File: src/rtl/cp0_ctrl.sv
// Co-processor 0 for the 5-stage MIPS pipeline: SR/CAUSE/EPC/EHBR, MFC0/MTC0, interrupt entry and ERET redirect.
// Optional COUNT/COMPARE timer (IP7) enabled by defining CP0_TIMER_EN.
module cp0_ctrl #(
    parameter logic [31:0] HANDLER_ADDR = 32'h0000_000C,
    parameter int          IRQ_SYNC     = 2
) (
    input  logic        clk,
    input  logic        rst_n,
    input  logic        id_valid,
    input  logic [1:0]  oper,
    input  logic [4:0]  addr_cpr,
    input  logic [31:0] data_w_cpr,
    output logic [31:0] data_r_cpr,
    input  logic [31:0] ret_addr,
    input  logic        irq,
    output logic        jump_en,
    output logic [31:0] jump_addr,
    output logic        in_isr
);
    localparam logic [4:0] A_COUNT   = 5'd9;
    localparam logic [4:0] A_COMPARE = 5'd11;
    localparam logic [4:0] A_SR      = 5'd12;
    localparam logic [4:0] A_CAUSE   = 5'd13;
    localparam logic [4:0] A_EPC     = 5'd14;
    localparam logic [4:0] A_EHBR    = 5'd15;

    typedef enum logic [1:0] {IDLE, ISR, GUARD} state_t;

    state_t              state;
    logic                ie, pie, ip0, ip7;
    logic [7:0]          im;
    logic [31:0]         epc, ehbr;
    logic [IRQ_SYNC-1:0] sync;
    logic                irq_prev;

    logic mtc0, eret, op_none, irq_rise, take_int;
    logic [31:0] sr_val, cause_val;

    assign mtc0     = id_valid && (oper == 2'd1);
    assign eret     = id_valid && (oper == 2'd2);
    assign op_none  = (oper == 2'd0) || (oper == 2'd3);
    assign irq_rise = sync[IRQ_SYNC-1] && !irq_prev;

    assign sr_val    = {16'h0, im, 6'h0, pie, ie};
    assign cause_val = {16'h0, ip7, 6'h0, ip0, 8'h0};
    assign take_int  = ie && (|({ip7, 6'h0, ip0} & im)) && id_valid && op_none && (state == IDLE);

`ifdef CP0_TIMER_EN
    logic [31:0] count, compare;
    logic        timer_hit;
    assign timer_hit = (count == compare) && (compare != 32'h0);

    always_ff @(posedge clk or negedge rst_n) begin
        if (!rst_n) begin
            count   <= 32'h0;
            compare <= 32'h0;
            ip7     <= 1'b0;
        end else begin
            count <= (mtc0 && addr_cpr == A_COUNT) ? data_w_cpr : count + 32'd1;
            if (mtc0 && addr_cpr == A_COMPARE)
                compare <= data_w_cpr;
            // A match in the same cycle as a COMPARE write still latches IP7
            if (timer_hit)
                ip7 <= 1'b1;
            else if (mtc0 && addr_cpr == A_COMPARE)
                ip7 <= 1'b0;
            else if (mtc0 && addr_cpr == A_CAUSE)
                ip7 <= data_w_cpr[15];
        end
    end
`else
    assign ip7 = 1'b0;
`endif

    always_ff @(posedge clk or negedge rst_n) begin
        if (!rst_n) begin
            sync     <= '0;
            irq_prev <= 1'b0;
            ip0      <= 1'b0;
        end else begin
            sync     <= {sync[IRQ_SYNC-2:0], irq};
            irq_prev <= sync[IRQ_SYNC-1];
            if (irq_rise)
                ip0 <= 1'b1;
            else if (mtc0 && addr_cpr == A_CAUSE)
                ip0 <= data_w_cpr[8];
        end
    end

    always_ff @(posedge clk or negedge rst_n) begin
        if (!rst_n) begin
            state <= IDLE;
            ie    <= 1'b0;
            pie   <= 1'b0;
            im    <= 8'h0;
            epc   <= 32'h0;
            ehbr  <= HANDLER_ADDR;
        end else begin
            if (mtc0 && addr_cpr == A_SR) begin
                ie  <= data_w_cpr[0];
                pie <= data_w_cpr[1];
                im  <= data_w_cpr[15:8];
            end
            if (mtc0 && addr_cpr == A_EPC)
                epc <= data_w_cpr;
            if (mtc0 && addr_cpr == A_EHBR)
                ehbr <= data_w_cpr;
            // ERET restores IE and consumes the saved copy so SR returns to its pre-entry value
            if (eret) begin
                ie    <= pie;
                pie   <= 1'b0;
                state <= GUARD;
            end else if (take_int) begin
                epc   <= ret_addr;
                pie   <= ie;
                ie    <= 1'b0;
                state <= ISR;
            end else if (state == GUARD) begin
                state <= IDLE;
            end
        end
    end

    always_comb begin
        data_r_cpr = 32'h0;
        if (mtc0) begin
            data_r_cpr = data_w_cpr;
        end else begin
            case (addr_cpr)
`ifdef CP0_TIMER_EN
                A_COUNT:   data_r_cpr = count;
                A_COMPARE: data_r_cpr = compare;
`endif
                A_SR:      data_r_cpr = sr_val;
                A_CAUSE:   data_r_cpr = cause_val;
                A_EPC:     data_r_cpr = epc;
                A_EHBR:    data_r_cpr = ehbr;
                default:   data_r_cpr = 32'h0;
            endcase
        end
    end

    always_comb begin
        jump_en   = rst_n && (eret || take_int);
        jump_addr = 32'h0;
        if (rst_n && eret)
            jump_addr = epc;
        else if (rst_n && take_int)
            jump_addr = ehbr;
    end

    assign in_isr = (state == ISR);
endmodule

File: config.mk
export PLATFORM = sky130hd
export DESIGN_NAME = cp0_ctrl
export DESIGN_NICKNAME = d
export VERILOG_FILES = /design/src/rtl/cp0_ctrl.sv
export SDC_FILE = /design/constraint.sdc
export NUM_CORES = 1
export LEC_CHECK = 0
export BUFFER_PORTS_ARGS = -buffer_cell sky130_fd_sc_hd__buf_4
export CORE_ASPECT_RATIO = 0.5
export CORE_MARGIN = 2
export CORE_UTILIZATION = 28
export DETAILED_ROUTE_END_ITERATION = 7
export HOLD_SLACK_MARGIN = 0.08
export PLACE_DENSITY = 0.56
export SETUP_SLACK_MARGIN = 0.15
export SYNTH_ARGS = -nofsm -noshare
export SYNTH_HDL_FRONTEND = slang
export SYNTH_SLANG_ARGS = --single-unit
export TNS_END_PERCENT = 10
File: constraint.sdc
create_clock -name clk -period 1.8 [get_ports clk]
set_input_delay 0.36 -clock clk [delete_from_list [all_inputs] [get_ports clk]]
set_output_delay 0.36 -clock clk [all_outputs]
set_load 0.03 [all_outputs]
==> impl_metrics.tcl <==
set metrics [dict create \
    ys_ff_latch 80 \
    r2r_cells 6 \
    clk-insertion-delay-late_ns 0.34 \
    holdWs_ns 0.128 \
    grt_usage_pct 18.1 \
    synth_area_per_cell_um2 10.6 \
    boundaryPins 141 \
    worst_hold_path.endpoint "sync[0]$_DFF_PN0_" \
    ctsRootBufferMaster "clkbuf_16" \
    totalWireLength_mm 15.4 \
    diodes 0 \
    grt_first_pass_wirelength_mm 23.6 \
    rsz0062_at_grt "yes" \
    crit_fanout 9 \
    critPathMaxStageDelay_ns 0.37 \
    die_y_um 94.0 \
    worstPathRequired_ns 1.44 \
    worstReg2RegStart "state[0]$_DFFE_PN0P_" \
    leakagePower_nw 3.80 \
    critPathTopFamily "simple AND/OR/NAND/NOR gates" \
    finalHoldViolations 0 \
    crit_buf_inv 3 \
    antenna_found_initial 0 \
    worst_pin_slew_ns 0.990 \
    vias 4069 \
    htree_num_levels 3 \
    cp_common_cell "buf_6" \
    slew_headroom_pct 34.0 \
    syn2layout_area_growth_pct 69.6 \
    power_density_nw_per_um2 644 \
    dr.pass1.iters 4 \
    layout.nets 677 \
    synth_top_family_by_area "multiplexers" \
    synth_compound_area_share_pct 17.4 \
    coreArea_um2 15600 \
    min_period_over_period_pct 128 \
    power_mw 4.96 \
    netlist_area_um2 4540 \
    hold_depth 1 \
    hpwl_mm 10.9 \
    cts_tree "built" \
    dp_slack_ns -0.422 \
    max_freq_mhz 433 \
    peakVddDrop_v 0.000490 \
    yosysWarningCount 0 \
    yosys.area.top_type "dfrtp_1" \
    maxSlewViolCount 0 \
    min_from "irq" \
    io_buffers 140 \
    slowest_stage "dfrtp_1" \
    synth-simple-area-share_pct 9.84 \
    clk_pin_slew_worst_paths_ns 0.06 \
    grt_max_degree 76 \
    async_flop_share_pct 100 \
    yosysSeqAreaShare_pct 44.1 \
    synth_adder_area_share_pct 0.551 \
    synthDominantCellAreaShare_pct 43.0 \
    cp-start-kind "flop" \
    synth_ff_type "dfrtp_1" \
    dpl-instance-area_um2 6900 \
    grt_pass1_vias 4198 \
    criticalPathCategory "flop to output pin" \
    place.gp.congestion 0.754 \
    critPathCaptureType "output pin" \
    status "finished, violations left" \
    setup_ws_ns -0.509 \
    synth_area_leaders "dfrtp_1, mux2i_1, mux2_2" \
    drt_iter0_drc 135 \
    synthDistinctLibCells 35 \
    grt_overflow 0 \
    cts-buffers-inserted 9 \
    cts.sinks 80 \
    placed_cells 787 \
    setup_viol 65 \
    dieArea_um2 17300 \
    yosysMostFrequentCell "dfrtp_1" \
    num_rows 32 \
    fin_cells 809 \
    finish.utilization_pct 49.3 \
    yosys-top-cells-count "dfrtp_1, mux2i_1, a21oi_1, nor2_1, a22o_1" \
    drive_gt1_share_pct 58.5 \
    synth_edf_count 0 \
    drc 0 \
    n_fill_cell 1438 \
    cp_data_arrival_time_ns 1.95 \
    worstPathCellList "and4bb_2 -> nand3_4 -> nor3b_4 -> buf_6 -> buf_12 -> a22o_4 -> buf_6" \
    drt-vias-per-instance 5.03 \
    r2r_setup_slack_ns 0.16 \
    hold_path.class "input pin to flop" \
    violations "negative setup slack" \
    cap_violations 0 \
    tns_ns -19.68 \
    initial_core_util_pct 29.1 \
    syn-num-nets 504 \
    reg2reg_to "epc[28]$_DFF_PN0_" \
    clock_skew_ns 0.0123 \
    synth_xor_area_share_pct 0 \
    post_drt_wl_per_cell_um 19.0 \
    clock_path_buffers 2 \
    die_w_um 184 \
    min_period_ns 2.31 \
    fin_area_um2 7700 \
    synthCells 427 \
    ant_nets 0 \
    muxShareOfSynthArea_pct 23.6 \
]
==> sequential cells by signal, summed over array words and instances (netlist names) <==
signal and count:
sync 2, ehbr 32, ie 1, ip0 1, epc 32, irq_prev 1
pie 1, im 8, state 2
==> area by class of cell <==
type	count	area [um2]	share of cell area [%]
clock buffers	10	229	2.97
clock inverters	6	92.6	1.20
well taps	204	255	3.31
repair buffers	197	1970	25.6
flip-flops and latches	80	2000	26.0
multi-input cells	309	3140	40.7
inverters	3	11.3	0.146
==> cell usage in the layout (no fill, tap or decap), drive strengths merged, types with 2 or more instances in the layout <==
master	netlist	layout
nor2	34	34
inv	3	4
mux2	40	40
clkbuf	18	12
nand2	29	29
nand4b	2	2
dfstp	2	2
o31ai	22	22
a22o	33	33
a22oi	9	9
mux2i	57	57
nor2b	10	10
buf	17	194
clkinvlp	0	2
ha	2	2
o21ai	11	11
and2	3	3
a21oi	41	41
nand3	3	3
bufinv	0	2
dfrtp	78	78
nor3b	2	2
==> routing by layer <==
metal	up-vias	wire length, um	GRT usage [%]
met3	13	393	3.02
met5	-	0	0
met1	2065	7160	23.7
met4	0	146	4.33
li1	1928	-	-
met2	63	7680	31.2
==> cells by family after synthesis <==
family / Yosys count
and+or+nand+nor: 92
buffers and inverters: 38
DFF: 80
muxes: 98
adders and majority gates: 2
AOI/OAI and AO/OA: 117
==> what timing repair did <==
item,CTS,global route
hold buffers,1,0
buffers inserted,0,3
resized for setup,87,23
hold endpoints to repair,4,0
gates cloned,0,2
setup endpoints to repair,71,68
pin swaps,2,5
==> worst max path at each step <==
stage	startpoint	to	slack, ns	cells after the start
final	state[0]$_DFFE_PN0P_	jump_addr[19]	-0.51	7
after global routing	state[0]$_DFFE_PN0P_	jump_addr[0]	-0.58	7
after CTS	state[1]$_DFFE_PN0P_	jump_addr[19]	-0.54	6
after detailed placement	oper[0]	jump_addr[19]	-0.42	9
after global placement	oper[0]	jump_addr[20]	-0.38	9
after floorplan	addr_cpr[4]	data_r_cpr[16]	-0.12	3
==> power breakdown <==
group,switching [mW],leakage [nW],internal [mW]
Sequential,0.152,1.07,1.96
Combinational,0.411,2.58,0.433
Clock,0.781,0.149,1.22
Total,1.34,3.80,3.61
No activity file was read; power rests on OpenSTA's default activity.
